### src/rtl/sharpen_frame_ctrl.sv
// Frame-synchronous control for the Laplacian sharpen stage: shadowed config, pixel
// coordinates, border flag, bypass select, frame counter and geometry status.
// Optional SHARPEN_CTRL_BORDER_BYPASS_EN: also force bypass on border pixels.
module sharpen_frame_ctrl #(
  parameter int IMG_W = 640,
  parameter int IMG_H = 480
) (
  input  logic        clk,
  input  logic        rst_n,
  input  logic        in_vsync,
  input  logic        in_href,
  input  logic        in_clken,
  input  logic        cfg_req,
  input  logic        cfg_en,
  input  logic [1:0]  cfg_strength,
  output logic        cfg_busy,
  output logic        cfg_ack,
  output logic        sharpen_en,
  output logic [1:0]  strength,
  output logic        bypass_sel,
  output logic        pos_valid,
  output logic [10:0] pix_x,
  output logic [10:0] pix_y,
  output logic        edge_flag,
  output logic [7:0]  frame_cnt,
  input  logic        err_clr,
  output logic        err_geom,
  output logic [1:0]  dbg_state
);

  typedef enum logic [1:0] {
    S_WAIT   = 2'd0,
    S_FRAME  = 2'd1,
    S_VBLANK = 2'd2
  } state_t;

  localparam logic [10:0] LP_W      = 11'(IMG_W);
  localparam logic [10:0] LP_H      = 11'(IMG_H);
  localparam logic [10:0] LP_W_LAST = 11'(IMG_W - 1);
  localparam logic [10:0] LP_H_LAST = 11'(IMG_H - 1);
  localparam logic [10:0] LP_SAT    = 11'h7FF;

  state_t      r_state;
  state_t      w_state_nxt;
  logic        r_vsync_d;
  logic        r_href_d;
  logic        r_busy;
  logic        r_ack;
  logic        r_pend_en;
  logic [1:0]  r_pend_str;
  logic        r_en;
  logic [1:0]  r_str;
  logic [10:0] r_x_cnt;
  logic [10:0] r_y_cnt;
  logic        r_valid;
  logic [10:0] r_pix_x;
  logic [10:0] r_pix_y;
  logic        r_edge;
  logic [7:0]  r_frame_cnt;
  logic        r_err;

  logic w_vs_rise;
  logic w_vs_fall;
  logic w_href_fall;
  logic w_pix;
  logic w_frame_start;
  logic w_frame_end;
  logic w_accept;
  logic w_apply;
  logic w_edge;
  logic w_x_bad;
  logic w_y_bad;
  logic w_bypass;

  // The vsync copy resets high so a vsync already high when reset releases is not
  // mistaken for a frame start; the remainder of that frame stays in S_WAIT.
  always_ff @(posedge clk or negedge rst_n) begin
    if (!rst_n) begin
      r_vsync_d <= 1'b1;
      r_href_d  <= 1'b0;
    end else begin
      r_vsync_d <= in_vsync;
      r_href_d  <= in_href;
    end
  end

  assign w_vs_rise     = in_vsync & ~r_vsync_d;
  assign w_vs_fall     = ~in_vsync & r_vsync_d;
  assign w_href_fall   = ~in_href & r_href_d;
  assign w_pix         = in_href & in_clken;
  assign w_frame_start = w_vs_rise & (r_state != S_FRAME);
  assign w_frame_end   = w_vs_fall & (r_state == S_FRAME);

  always_ff @(posedge clk or negedge rst_n) begin
    if (!rst_n) r_state <= S_WAIT;
    else        r_state <= w_state_nxt;
  end

  always_comb begin
    w_state_nxt = r_state;
    w_bypass    = (r_state == S_WAIT) | ~r_en;
    case (r_state)
      S_WAIT:   if (w_vs_rise) w_state_nxt = S_FRAME;
      S_FRAME:  if (w_vs_fall) w_state_nxt = S_VBLANK;
      S_VBLANK: if (w_vs_rise) w_state_nxt = S_FRAME;
      default:  w_state_nxt = S_WAIT;
    endcase
`ifdef SHARPEN_CTRL_BORDER_BYPASS_EN
    w_bypass = w_bypass | r_edge;
`endif
  end

  // Host handshake: a cycle with cfg_req=1 while cfg_busy=0 is an accept; cfg_busy
  // then stays high until the next frame start, where the pending value moves into
  // the shadow registers together with a single-cycle cfg_ack. Requests seen while
  // cfg_busy=1 are dropped, so the host must watch cfg_busy/cfg_ack to re-request.
  assign w_accept = cfg_req & ~r_busy;
  assign w_apply  = w_frame_start & r_busy;

  always_ff @(posedge clk or negedge rst_n) begin
    if (!rst_n) begin
      r_busy     <= 1'b0;
      r_ack      <= 1'b0;
      r_pend_en  <= 1'b0;
      r_pend_str <= 2'd0;
      r_en       <= 1'b0;
      r_str      <= 2'd0;
    end else begin
      r_ack <= w_apply;
      if (w_apply) begin
        r_en   <= r_pend_en;
        r_str  <= r_pend_str;
        r_busy <= 1'b0;
      end else if (w_accept) begin
        r_pend_en  <= cfg_en;
        r_pend_str <= cfg_strength;
        r_busy     <= 1'b1;
      end
    end
  end

  always_ff @(posedge clk or negedge rst_n) begin
    if (!rst_n) begin
      r_x_cnt <= '0;
      r_y_cnt <= '0;
    end else begin
      if (w_href_fall)                   r_x_cnt <= '0;
      else if (w_pix && r_x_cnt != LP_SAT) r_x_cnt <= r_x_cnt + 11'd1;
      if (w_frame_start)                       r_y_cnt <= '0;
      else if (w_href_fall && r_y_cnt != LP_SAT) r_y_cnt <= r_y_cnt + 11'd1;
    end
  end

  assign w_edge = (r_x_cnt == 11'd0) | (r_x_cnt == LP_W_LAST) |
                  (r_y_cnt == 11'd0) | (r_y_cnt == LP_H_LAST);

  always_ff @(posedge clk or negedge rst_n) begin
    if (!rst_n) begin
      r_valid <= 1'b0;
      r_pix_x <= '0;
      r_pix_y <= '0;
      r_edge  <= 1'b0;
    end else begin
      r_valid <= w_pix;
      if (w_pix) begin
        r_pix_x <= r_x_cnt;
        r_pix_y <= r_y_cnt;
        r_edge  <= w_edge;
      end
    end
  end

  // Geometry is only trusted once a full frame start has been seen.
  assign w_x_bad = w_href_fall & (r_state != S_WAIT) & (r_x_cnt != LP_W);
  assign w_y_bad = w_frame_end & (r_y_cnt != LP_H);

  always_ff @(posedge clk or negedge rst_n) begin
    if (!rst_n) begin
      r_err       <= 1'b0;
      r_frame_cnt <= 8'd0;
    end else begin
      if (w_x_bad | w_y_bad) r_err <= 1'b1;
      else if (err_clr)      r_err <= 1'b0;
      if (w_frame_end) r_frame_cnt <= r_frame_cnt + 8'd1;
    end
  end

  assign cfg_busy   = r_busy;
  assign cfg_ack    = r_ack;
  assign sharpen_en = r_en;
  assign strength   = r_str;
  assign bypass_sel = w_bypass;
  assign pos_valid  = r_valid;
  assign pix_x      = r_pix_x;
  assign pix_y      = r_pix_y;
  assign edge_flag  = r_edge;
  assign frame_cnt  = r_frame_cnt;
  assign err_geom   = r_err;
  assign dbg_state  = r_state;

endmodule

### config.mk
export PLATFORM = sky130hd
export DESIGN_NAME = sharpen_frame_ctrl
export DESIGN_NICKNAME = d
export VERILOG_FILES = /design/src/rtl/sharpen_frame_ctrl.sv
export SDC_FILE = /design/constraint.sdc
export NUM_CORES = 1
export LEC_CHECK = 0
export ABC_AREA = 1
export BUFFER_PORTS_ARGS = -buffer_cell sky130_fd_sc_hd__buf_2
export CORE_MARGIN = 5
export CORE_UTILIZATION = 45
export DETAILED_ROUTE_END_ITERATION = 16
export GPL_TIMING_DRIVEN = 0
export MAX_ROUTING_LAYER = met4
export PLACE_DENSITY = 0.66
export REMOVE_ABC_BUFFERS = 1
export SKIP_LAST_GASP = 1
export SLEW_MARGIN = 40
export SYNTH_ARGS = -nofsm -noshare
export SYNTH_HDL_FRONTEND = slang
export SYNTH_SLANG_ARGS = --single-unit
### constraint.sdc
create_clock -name clk -period 1.64 [get_ports clk]
set_input_delay 0.328 -clock clk [delete_from_list [all_inputs] [get_ports clk]]
set_output_delay 0.328 -clock clk [all_outputs]
set_load 0.05 [all_outputs]
==> results.txt <==
die height - 95.5 um
DR vias - 2669
die footprint - 9110 sq um
Post-DP HPWL - 5050 um
Worst R2R Path Depth - 7
Reg clk slew, reported paths - 80 ps
Syn Std Cell Area - 3290 sq um
RSZ-0062 raised after global routing - no
outcome - finished clean
Initial Util - 0.458
total gr overflow - 0
DR pass1 iterations - 4
Async S/R FF share, synth - 1.00
FP Rows - 31
H-tree depth - 3
number of global-route vias before repair - 2657
Synth Register Bits - 67
Final Slew Violations - 0
first-pass GRT wire length - 12100 um
PwrDens - 1350 nW/um^2
DRT iter0 DRCs - 113
placed instance count - 536
Vias/cell - 4.83
crit path max fanout - 5
CTS Sinks - 67
DRT antenna net count - 0
commonest cells in the netlist - 109 x nand2_1, 66 x dfrtp_1, 43 x inv_1
WL/cell - 12.6 um
post-synthesis to final-layout area growth - 17.5%
CTS Root Cell - clkbuf_8
Hold Path Class - input pin to flip-flop
endpoint class of the critical path - output port
final net count - 464
DP Worst Slack - -215 ps
Distinct cells, synth - 31
Inserted Clock Buffers - 9
Avg Inst Size Synth - 8.34 sq um
number of synthesized flops with an enable pin - 0
Final period util - 0.965
Worst VDD drop - 0.873 mV
DIE WIDTH - 95.5 um
Seq/Total Area, Yosys - 0.511
Slew Limit Headroom - 0.690
synth top area cells - dfrtp_1 50%, nand2_1 12%, inv_1 4.9%
Hold Slack - 98.9 ps
Hold Path Cell Cnt - 1
buffer depth of the longest clock path - 2
post-route insts no fill - 553
gpl congestion - 0.894
GRT Resource Usage Total - 0.178
static leakage - 1.99 nW
port bufs - 50
critical path class - flip-flop to output port
worst clock skew - 9.52 ps
CTS tree - done
Ports - 51
Clk Latency, worst-skew pair - 350 ps
Max-cap violations - 0
Final Worst Setup Slack - 58.0 ps
antenna violations before repair - 0
area leader, netlist - dfrtp_1
R2R Setup Slk - 190 ps
YS warnings - 0
CP required - 1310 ps
fmax - 632 MHz
crit path DAT - 1250 ps
# diodes - 0
Final Hold Violating Endpoints - 0
Post-Synthesis Cells - 394
core area - 7180 sq um
Synth top area share - 0.503
Finish-stage setup viols - 0
CP Launch Type - flip-flop
top_reg_cell synth - dfrtp_1
WL final - 6960 um
DRC viols - 0
Final Util - 0.538
minimum clock period - 1580 ps
fraction of layout cells with a size suffix above 1 - 0.227
pin count of the biggest net entering global routing - 45
measured slew at the worst slew-check pin - 466 ps
most frequent cell after synthesis - nand2_1
## final timing paths
kind / startpoint / endpoint
worst max-delay path: dbg_state[1]$_DFFE_PN0P_ / bypass_sel
worst min-delay path: in_vsync / r_vsync_d$_DFF_PN1_
worst max register to register: r_y_cnt[0]$_DFFE_PN0P_ / r_y_cnt[6]$_DFFE_PN0P_
worst min register to register: pix_x[2]$_DFFE_PN0P_ / pix_x[2]$_DFFE_PN0P_
max in group asynchronous: rst_n / r_vsync_d$_DFF_PN1_
min in group asynchronous: rst_n / r_y_cnt[2]$_DFFE_PN0P_
## worst max-delay path, stage by stage (launching register included)
cell and delay, ps:
dfrtp_1 460, o21ai_0 160, buf_2 280
## state kept, by name (all words and copies together), names as in the netlist
name	cells
edge_flag	1
pix_x	11
cfg_busy	1
dbg_state	2
pos_valid	1
r_vsync_d	1
r_x_cnt	11
r_pend_str	2
r_href_d	1
r_y_cnt	11
cfg_ack	1
strength	2
err_geom	1
pix_y	11
frame_cnt	8
sharpen_en	1
r_pend_en	1
## power by group
group	total [mW]	internal [mW]	leakage [nW]	switching [mW]
registers	2.18	1.94	0.886	0.242
logic	1.64	0.412	1.01	1.23
clock network	1.41	0.743	0.0987	0.665
## final cells by class
cell class	count	area, sq um
clock buffer	10	138
multi-input combinational	271	1400
tap	99	124
inverter	48	180
fill	689	3310
clock inverter	6	63.8
sequential	67	1680
timing repair buffer	52	283
## repair_timing
item	4_1_cts	5_1_grt
setup buffers	0	0
endpoints found under the hold margin	34	0
hold buffers	1	0
endpoints found under the setup margin	0	2
resized for setup	0	2
## logic make-up (layout without fill, tap and decap cells)
group,count (synthesis),after routing,share of synthesized area
flip-flops,67,67,0.511
AO/OA/AOI/OAI,54,54,0.0948
buffers and inverters,56,116,0.0689
XOR/XNOR,7,7,0.0187
AND/OR/NAND/NOR,205,205,0.288
adder cells (fa/ha/maj),5,5,0.0190
## layer usage
layer / vias up / global-route usage / share of wire / routed length (um)
met5: - / - / 0 / 0
met4: 0 / 0.0818 / 0.023 / 163
met3: 16 / 0.0505 / 0.042 / 292
met2: 47 / 0.288 / 0.50 / 3490
met1: 1244 / 0.206 / 0.43 / 3020
li1: 1362 / - / - / -
## cells in the final DEF, fill, tap and decap left out, drive strengths merged, types with 2 or more instances in the layout
cell | netlist | layout
xnor2 | 2 | 2
inv | 48 | 49
nand4 | 3 | 3
dfrtp | 66 | 66
nor3 | 4 | 4
nand3 | 30 | 30
o21ai | 43 | 43
nand2 | 116 | 116
buf | 4 | 51
nor2 | 48 | 48
ha | 5 | 5
nand3b | 2 | 2
clkinvlp | 0 | 2
a21oi | 10 | 10
xor2 | 5 | 5
clkinv | 0 | 2
clkbuf | 4 | 10
## through the flow
step | total power, mW | cell area (sq um) | TNS [ps]
6_report | 5.23 | 3860 | 0
5_1_grt | 5.55 | 3860 | 0
4_1_cts | 5.28 | 3850 | 0
3_5_place_dp | 3.86 | 3640 | -1350
3_3_place_gp | 3.82 | 3610 | -4860
2_1_floorplan | 3.43 | 3240 | -474
Note: power is estimated with default switching activity, not from simulation.
